$ cat src/rtl/mmio_bus_arbiter.sv
// mmio_bus_arbiter
//   Two-port arbiter/sequencer for the shared data-memory/MMIO bus
//   (RAM plus the LED/peripheral window at 0x2000-0x201C).
//   Port 0 is the tinyrv32 core, port 1 the debug loader/DMA engine.
//   A winning request is registered onto the bus. The block then waits
//   for m_ready, with a timeout, returns read data, and can hold
//   ownership across locked back-to-back sequences.
//
// Ports:
//   clk, rst                 clock; asynchronous active-low reset
//   reqN/weN/lockN           per-port request, write flag, lock hint
//   addrN/wdataN             per-port address and write data
//   gntN/doneN/errN          one-cycle pulses: captured/completed/timed out
//   rdata                    read data, valid with doneN for reads
//   m_addr/m_data/wea/m_re   shared bus drive
//   m_rdata/m_ready          shared bus slave response
module mmio_bus_arbiter #(
  parameter int unsigned AW      = 32,
  parameter int unsigned DW      = 32,
  parameter int unsigned TIMEOUT = 255
) (
  input  logic          clk,
  input  logic          rst,
  input  logic          req0,
  input  logic          req1,
  input  logic          we0,
  input  logic          we1,
  input  logic          lock0,
  input  logic          lock1,
  input  logic [AW-1:0] addr0,
  input  logic [AW-1:0] addr1,
  input  logic [DW-1:0] wdata0,
  input  logic [DW-1:0] wdata1,
  output logic          gnt0,
  output logic          gnt1,
  output logic          done0,
  output logic          done1,
  output logic          err0,
  output logic          err1,
  output logic [DW-1:0] rdata,
  output logic [AW-1:0] m_addr,
  output logic [DW-1:0] m_data,
  output logic          wea,
  output logic          m_re,
  input  logic [DW-1:0] m_rdata,
  input  logic          m_ready
);

  localparam int unsigned CW = $clog2(TIMEOUT + 1);

  typedef enum logic [1:0] {
    S_IDLE,
    S_XFER,
    S_LOCKED
  } state_t;

  state_t        state, nxt_state;
  logic          owner, nxt_owner;
  logic          rr_last, nxt_rr_last;
  logic          lock_q, nxt_lock_q;
  logic [CW-1:0] cnt, nxt_cnt;

  logic          nxt_gnt0, nxt_gnt1;
  logic          nxt_done0, nxt_done1;
  logic          nxt_err0, nxt_err1;
  logic [DW-1:0] nxt_rdata;
  logic [AW-1:0] nxt_m_addr;
  logic [DW-1:0] nxt_m_data;
  logic          nxt_wea, nxt_m_re;

  logic          take;
  logic          win;

  always_ff @(posedge clk or negedge rst) begin
    if (!rst) begin
      state   <= S_IDLE;
      owner   <= 1'b0;
      rr_last <= 1'b1;
      lock_q  <= 1'b0;
      cnt     <= '0;
      gnt0    <= 1'b0;
      gnt1    <= 1'b0;
      done0   <= 1'b0;
      done1   <= 1'b0;
      err0    <= 1'b0;
      err1    <= 1'b0;
      rdata   <= '0;
      m_addr  <= '0;
      m_data  <= '0;
      wea     <= 1'b0;
      m_re    <= 1'b0;
    end else begin
      state   <= nxt_state;
      owner   <= nxt_owner;
      rr_last <= nxt_rr_last;
      lock_q  <= nxt_lock_q;
      cnt     <= nxt_cnt;
      gnt0    <= nxt_gnt0;
      gnt1    <= nxt_gnt1;
      done0   <= nxt_done0;
      done1   <= nxt_done1;
      err0    <= nxt_err0;
      err1    <= nxt_err1;
      rdata   <= nxt_rdata;
      m_addr  <= nxt_m_addr;
      m_data  <= nxt_m_data;
      wea     <= nxt_wea;
      m_re    <= nxt_m_re;
    end
  end

  always_comb begin
    nxt_state   = state;
    nxt_owner   = owner;
    nxt_rr_last = rr_last;
    nxt_lock_q  = lock_q;
    nxt_cnt     = cnt;
    nxt_gnt0    = 1'b0;
    nxt_gnt1    = 1'b0;
    nxt_done0   = 1'b0;
    nxt_done1   = 1'b0;
    nxt_err0    = 1'b0;
    nxt_err1    = 1'b0;
    nxt_rdata   = rdata;
    nxt_m_addr  = m_addr;
    nxt_m_data  = m_data;
    nxt_wea     = 1'b0;
    nxt_m_re    = 1'b0;
    take        = 1'b0;
    win         = 1'b0;

    case (state)
      S_IDLE: begin
        if (req0 || req1) begin
          take = 1'b1;
          // On a tie the port that did not finish last wins.
          win  = (req0 && req1) ? ~rr_last : req1;
        end
      end

      S_XFER: begin
        if (m_ready) begin
          if (owner) nxt_done1 = 1'b1;
          else       nxt_done0 = 1'b1;
          if (!wea) nxt_rdata = m_rdata;
          nxt_rr_last = owner;
          nxt_state   = lock_q ? S_LOCKED : S_IDLE;
        end else if (cnt == CW'(TIMEOUT - 1)) begin
          // This edge is the TIMEOUT-th XFER cycle without m_ready.
          if (owner) nxt_err1 = 1'b1;
          else       nxt_err0 = 1'b1;
          nxt_rr_last = owner;
          nxt_lock_q  = 1'b0;
          nxt_state   = S_IDLE;
        end else begin
          nxt_cnt  = cnt + CW'(1);
          nxt_wea  = wea;
          nxt_m_re = m_re;
        end
      end

      S_LOCKED: begin
        // The non-owner port is invisible while the bus is locked.
        if (owner ? req1 : req0) begin
          take = 1'b1;
          win  = owner;
        end else if (!(owner ? lock1 : lock0)) begin
          nxt_state = S_IDLE;
        end
      end

      default: nxt_state = S_IDLE;
    endcase

    if (take) begin
      nxt_owner  = win;
      nxt_m_addr = win ? addr1 : addr0;
      nxt_m_data = win ? wdata1 : wdata0;
      nxt_wea    = win ? we1 : we0;
      nxt_m_re   = ~(win ? we1 : we0);
      nxt_lock_q = win ? lock1 : lock0;
      nxt_gnt0   = ~win;
      nxt_gnt1   = win;
      nxt_cnt    = '0;
      nxt_state  = S_XFER;
    end
  end

endmodule
$ cat config.mk
export PLATFORM = sky130hd
export DESIGN_NAME = mmio_bus_arbiter
export DESIGN_NICKNAME = d
export VERILOG_FILES = /design/src/rtl/mmio_bus_arbiter.sv
export SDC_FILE = /design/constraint.sdc
export NUM_CORES = 1
export LEC_CHECK = 0
export ABC_CLOCK_PERIOD_IN_PS = 1590
export CORE_AREA = 3 3 124 126
export DETAILED_ROUTE_END_ITERATION = 12
export DIE_AREA = 0 0 127 129
export PLACE_DENSITY = 0.86
export SLEW_MARGIN = 20
export SYNTH_ARGS = -nofsm -noshare
export SYNTH_HDL_FRONTEND = slang
export SYNTH_SLANG_ARGS = --single-unit
$ cat constraint.sdc
create_clock -name clk -period 1.59 [get_ports clk]
set_input_delay 0.2385 -clock clk [delete_from_list [all_inputs] [get_ports clk]]
set_output_delay 0.2385 -clock clk [all_outputs]
set_load 0.05 [all_outputs]
# [Word level (Yosys, flattened, before mapping)]
# Cells that the tools add are included.
[totals] ram_bits=0 n_memories=0 regBits=117 word_cells=89 input_bits=169 out_inout_bits=104 latch_bits=0 romBits=0
[classes] shifts=0 n_eq_ne=9 div=0 magnitude_cmp=0 mux=48 mul=0 reduce_logical=11 add_sub_neg=1 bitwise=4
[ops] op="32-bit 2-to-1 mux" count=2
[ops] op="1-bit 2-to-1 mux" count=33
[ops] op="8-bit 2-to-1 mux" count=4
[ops] op="2-bit 2-to-1 mux" count=6
[ops] op="3-bit AND reduction" count=3
[ops] op="8-bit by 1-bit adder with 8-bit output (second input constant)" count=1
[ops] op="8-bit equality test (second input constant)" count=1
[ops] op="3-bit inequality test (second input constant)" count=2
[ops] op="2-bit one-hot mux with 3 select lines" count=1
[ops] op="2-bit nonzero test" count=3
[ops] op="2-bit inequality test (second input constant)" count=2
[ops] op="4-bit inequality test (second input constant)" count=1
[ops] op="1-bit NOT" count=4
[ops] op="1-bit one-hot mux with 2 select lines" count=2
[ops] op="4-bit AND reduction" count=1
[ops] op="2-bit by 1-bit equality test with 1-bit output (second input constant)" count=1
[ops] op="2-bit equality test (second input constant)" count=1
[ops] op="2-bit logical NOT" count=1
[ops] op="2-bit by 1-bit inequality test with 1-bit output (second input constant)" count=1
[ops] op="2-bit AND reduction" count=1
[ops] op="1-bit logical AND" count=1
[ops] op="1-bit logical OR" count=1

# [Logic depth before layout (Yosys ltp)]
# Gate-level depths: netlist of the first run.
[logic_depth] ltp_word=7 depth_mapped=8 depth_no_buf=6

# [Worst setup path before layout of the first run]
# Ideal clock, no wire load.
[synth_timing] kind="register -> register" start="register state[1]" end="register m_data[23]" t_arrival_ns=1.463 period_less_slack_ns=1.590 n_path_buf=2 required_ns=1.463 setup_time_ns=0.127 path_slack_ns=0.000 stages_incl_launch_ff=7 path_cell_list="dfrtp_1 -> or3b_1 -> and4b_1 -> buf_6 -> buf_6 -> a22oi_1 -> o21ai_1"
[synth_via] elab_chain_cells=3 word_cells_on_any_way=5 cone_classes="1 x eq/ne; 3 x mux; 1 x reduce/logical"
[synth_rtl] item="from (decl)" line="57" rtl="state_t state, nxt_state;"
[synth_rtl] item="from (signal assigned)" line="93" rtl="state <= nxt_state;"
[synth_rtl] item="2-bit equality test or 2-bit logical NOT (tied branches)" line="132" rtl="case (state)"
[synth_rtl] item="1-bit one-hot mux with 2 select lines" line="132"
[synth_rtl] item="32-bit 2-to-1 mux" line="178" rtl="nxt_m_data = win ? wdata1 : wdata0;"
[synth_rtl] item="to (signal assigned)" line="106" rtl="m_data <= nxt_m_data;"
[synth_rtl] item="to (decl)" line="42" rtl="output logic [DW-1:0] m_data,"
# Several ways; a longest one is shown, not always the timed one.
# A chain may end at the register's enable or synchronous reset.

# [Final worst setup path of the first run]
[layout_timing] start="register state[1]" end="register m_addr[15]"
[layout_via] elab_chain_cells=3 word_cells_on_any_way=5 cone_classes="1 x eq/ne; 3 x mux; 1 x reduce/logical"
[layout_rtl] item="2-bit equality test or 2-bit logical NOT (tied branches)" line="132"
[layout_rtl] item="1-bit one-hot mux with 2 select lines" line="132"
[layout_rtl] item="32-bit 2-to-1 mux" line="177" rtl="nxt_m_addr = win ? addr1 : addr0;"
[layout_rtl] item="to (signal assigned)" line="105" rtl="m_addr <= nxt_m_addr;"
[layout_rtl] item="to (decl)" line="41" rtl="output logic [AW-1:0] m_addr,"
# Several ways; a longest one is shown, not always the timed one.

==> impl_metrics.py, run 1 <==
metrics = {
    "outcome": {
        "status": "finished with violations",
        "violations": "negative setup slack",
    },
    "place": {
        "place_congestion": 0.808,
        "pre_cts_ws_ps": -366,
        "io_buffers": 272,
        "postPlaceCellArea_sq_um": 7850,
        "hpwl_um": 11600,
        "dp.cells": 897,
    },
    "synth": {
        "async_flop_share": 1.00,
        "synth_cell_types": 45,
        "synth_cells": 435,
        "synth_top_cells_by_count": "116 x dfrtp_1, 70 x inv_1, 65 x o21ai_0",
        "avgSynthCellArea_sq_um": 11.5,
        "synth_seq_cells": 117,
        "yosys_warnings": 0,
        "synth-edff-count": 0,
        "syn_area_sq_um": 5010,
        "synth_ff_type": "dfrtp_1",
        "yosysTopAreaCellShare": 0.579,
        "synth-seq-area-share": 0.584,
        "syn-num-nets": 606,
        "post-synth-top-area-cell": "dfrtp_1",
        "synth_area_leaders": "dfrtp_1 58%, a22oi_1 8.2%, o21ai_0 6.5%",
        "synth.most_common_cell": "dfrtp_1",
    },
    "timing": {
        "drv_slew": 0,
        "fin_crit_sh": 1.09,
        "setup_ws_ps": -139,
        "max_freq_mhz": 578,
        "setup_viol": 84,
        "worst_clock_skew_ps": 9.74,
        "fin_tns_setup_ps": -3530,
        "worst_pin_slew_ps": 387,
        "slew-limit-headroom": 0.742,
        "period_needed_ps": 1730,
        "rsz0062_at_grt": "true",
        "hold_viol": 0,
    },
    "clock_tree": {
        "cts_buffer_depth": 2,
        "numCtsBuffers": 17,
        "clkSinkCount": 117,
        "clock_latency_ps": 410,
        "htree_levels": 4,
        "cts.clk_slew.worst_paths_ps": 60,
        "tritoncts": "built",
        "cts_root_buffer": "clkbuf_16",
    },
    "layout": {
        "areaGrowthSynthToFinish_pct": 84.8,
        "drive_gt1_frac": 0.395,
        "nets": 928,
        "fin_area_sq_um": 9260,
        "instances_no_fill": 954,
    },
    "power_and_ir_drop": {
        "p_per_area_nw_per_um2": 2270,
        "p_leak_nw": 4.10,
        "vdd_drop_max_uv": 1190,
        "totalPowerFinal_mw": 21.1,
    },
    "route": {
        "drc": 0,
        "drt-wirelength-per-cell_um": 20.2,
        "ant_nets": 0,
        "drt-vias-per-instance": 5.05,
        "wirelength_um": 19300,
        "drtIter0Drc": 241,
        "first_pass_iters": 4,
        "vias": 4816,
    },
    "die": {
        "coreArea_sq_um": 14400,
        "io_pins": 273,
        "die-area_sq_um": 16400,
        "die_y_um": 129,
        "rows": 44,
        "die_w_um": 127,
        "initial_utilization": 0.348,
    },
    "worst_setup_path": {
        "critPathKind": "flop to flop",
        "critPathSlowestCell": "dfrtp_1",
        "cp_cell_sequence": "or3b_4 -> and4b_4 -> clkbuf_16 -> a22oi_2 -> o21ai_1",
        "cp.arrival_ps": 2000,
        "worstSetupEndpointType": "flop",
        "cp.required_ps": 1860,
        "cp_top_family": "simple AND/OR/NAND/NOR gates",
        "critPathLaunchType": "flop",
        "cpPeakStageDelay_ps": 410,
        "path_buf_inv": 1,
        "cp_max_fo": 8,
    },
    "grt": {
        "grt_usage": 0.205,
        "grt_pass1_wl_um": 26100,
        "grt_max_degree": 63,
        "antenna_found_initial": 1,
        "grt_pass1_vias": 4816,
        "grt-ovfl-total": 0,
    },
    "job": {
        "drv_cap": 0,
    },
    "worst_hold_path": {
        "hold_path.class": "primary input to asynchronous set/reset pin",
    },
}
-- cell families (layout without fill, tap and decap cells) --
family,count (synthesis),in the layout,share of synthesized area
AO/OA/AOI/OAI,152,152,0.203
XOR/XNOR,2,2,0.00350
adder cells (fa/ha/maj),2,2,0.00499
buffers and inverters,96,428,0.0894
flip-flops,117,117,0.584
multiplexers,36,36,0.0801
other,0,1,0
AND/OR/NAND/NOR,30,32,0.0347
-- metrics by stage --
| stage | util | hold slack [ps] |
|---|---|---|
| 2_1_floorplan | - | -57.1 |
| 3_3_place_gp | 0.544 | 46.0 |
| 3_5_place_dp | 0.544 | 45.2 |
| 4_1_cts | 0.612 | 168 |
| 5_1_grt | 0.642 | 187 |
| 6_report | 0.642 | 189 |
-- sequential cells by signal, summed over array words and instances (netlist names) --
| register | cells |
|---|---|
| cnt | 8 |
| done0 | 1 |
| done1 | 1 |
| err0 | 1 |
| err1 | 1 |
| gnt0 | 1 |
| gnt1 | 1 |
| lock_q | 1 |
| m_addr | 32 |
| m_data | 32 |
| m_re | 1 |
| owner | 1 |
| rdata | 32 |
| rr_last | 1 |
| state | 2 |
| wea | 1 |
-- timing repair --
item / in CTS / in global routing
pin swaps: 2 / 11
resized for setup: 114 / 49
setup endpoints to repair: 76 / 107
setup buffers: 3 / 4
hold buffers: 1 / 0
gates cloned: 4 / 13
hold endpoints to repair: 116 / 0
-- metal layers --
layer  vias up  track usage  wire (um)
li1       2181            -          -
met1      2358        0.249       7700
met2       218        0.344       9660
met3        59       0.0548       1210
met4         0       0.0927        699
met5         -            0          0
-- cell type report --
| type | count | area, sq um |
|---|---|---|
| antenna | 1 | 2.50 |
| clock buffer | 21 | 460 |
| clock inverter | 10 | 82.6 |
| tap | 184 | 230 |
| fill | 1118 | 5160 |
| sequential | 117 | 2930 |
| timing repair buffer | 327 | 3240 |
| inverter | 70 | 263 |
| multi-input combinational | 224 | 2050 |
-- worst reg2reg max path, cell delays in order, from the launching register on --
cell and delay (ps):
dfrtp_1 410, or3b_4 400, and4b_4 310, clkbuf_16 220, a22oi_2 130, o21ai_1 120
-- final timing paths --
check | slack, ps | end | cells past startpoint | start
worst min register to register | 490 | rdata[1]$_DFFE_PN0P_ | 1 | rdata[1]$_DFFE_PN0P_
worst max register to register | -140 | m_addr[15]$_DFFE_PN0P_ | 5 | state[1]$_DFFE_PN0P_
worst min-delay path | 190 | m_addr[31]$_DFFE_PN0P_ | 2 | rst
min in group clk | 440 | rdata[1]$_DFFE_PN0P_ | 2 | m_rdata[1]
worst max-delay path | -140 | m_addr[15]$_DFFE_PN0P_ | 5 | state[1]$_DFFE_PN0P_
max in group asynchronous | 820 | rr_last$_DFFE_PN1P_ | 3 | rst
-- power by group --
| part | total [mW] | internal [mW] | switching (mW) |
|---|---|---|---|
| sequential | 5.20 | 4.37 | 0.835 |
| clock | 3.54 | 2.20 | 1.34 |
| combinational | 12.3 | 4.62 | 7.69 |
| total | 21.1 | 11.2 | 9.86 |
-- layout by cell type (no fill, tap or decap), types with 4 or more instances in the layout --
master | synthesis | routed
o21ai_1 | 4 | 65
buf_6 | 9 | 6
buf_12 | 0 | 6
nor2_1 | 8 | 6
clkdlybuf4s50_1 | 0 | 167
clkinv_2 | 0 | 6
mux2_2 | 25 | 19
dfrtp_1 | 116 | 115
a22oi_2 | 9 | 60
mux2_4 | 0 | 13
buf_16 | 0 | 5
a22oi_1 | 55 | 4
and3_1 | 4 | 4
inv_1 | 70 | 69
buf_4 | 3 | 132
clkbuf_16 | 0 | 26
No activity file was read; power rests on OpenSTA's default activity.
==> run 2: changes to the inputs <==
--- a/config.mk
+++ b/config.mk
@@ -10,7 +10,6 @@
 export DETAILED_ROUTE_END_ITERATION = 12
 export DIE_AREA = 0 0 127 129
 export PLACE_DENSITY = 0.86
-export SLEW_MARGIN = 20
 export SYNTH_ARGS = -nofsm -noshare
 export SYNTH_HDL_FRONTEND = slang
 export SYNTH_SLANG_ARGS = --single-unit
==> results of run 2 <==
Same layout as run 1: the final DEF is identical, and so are final timing and power.
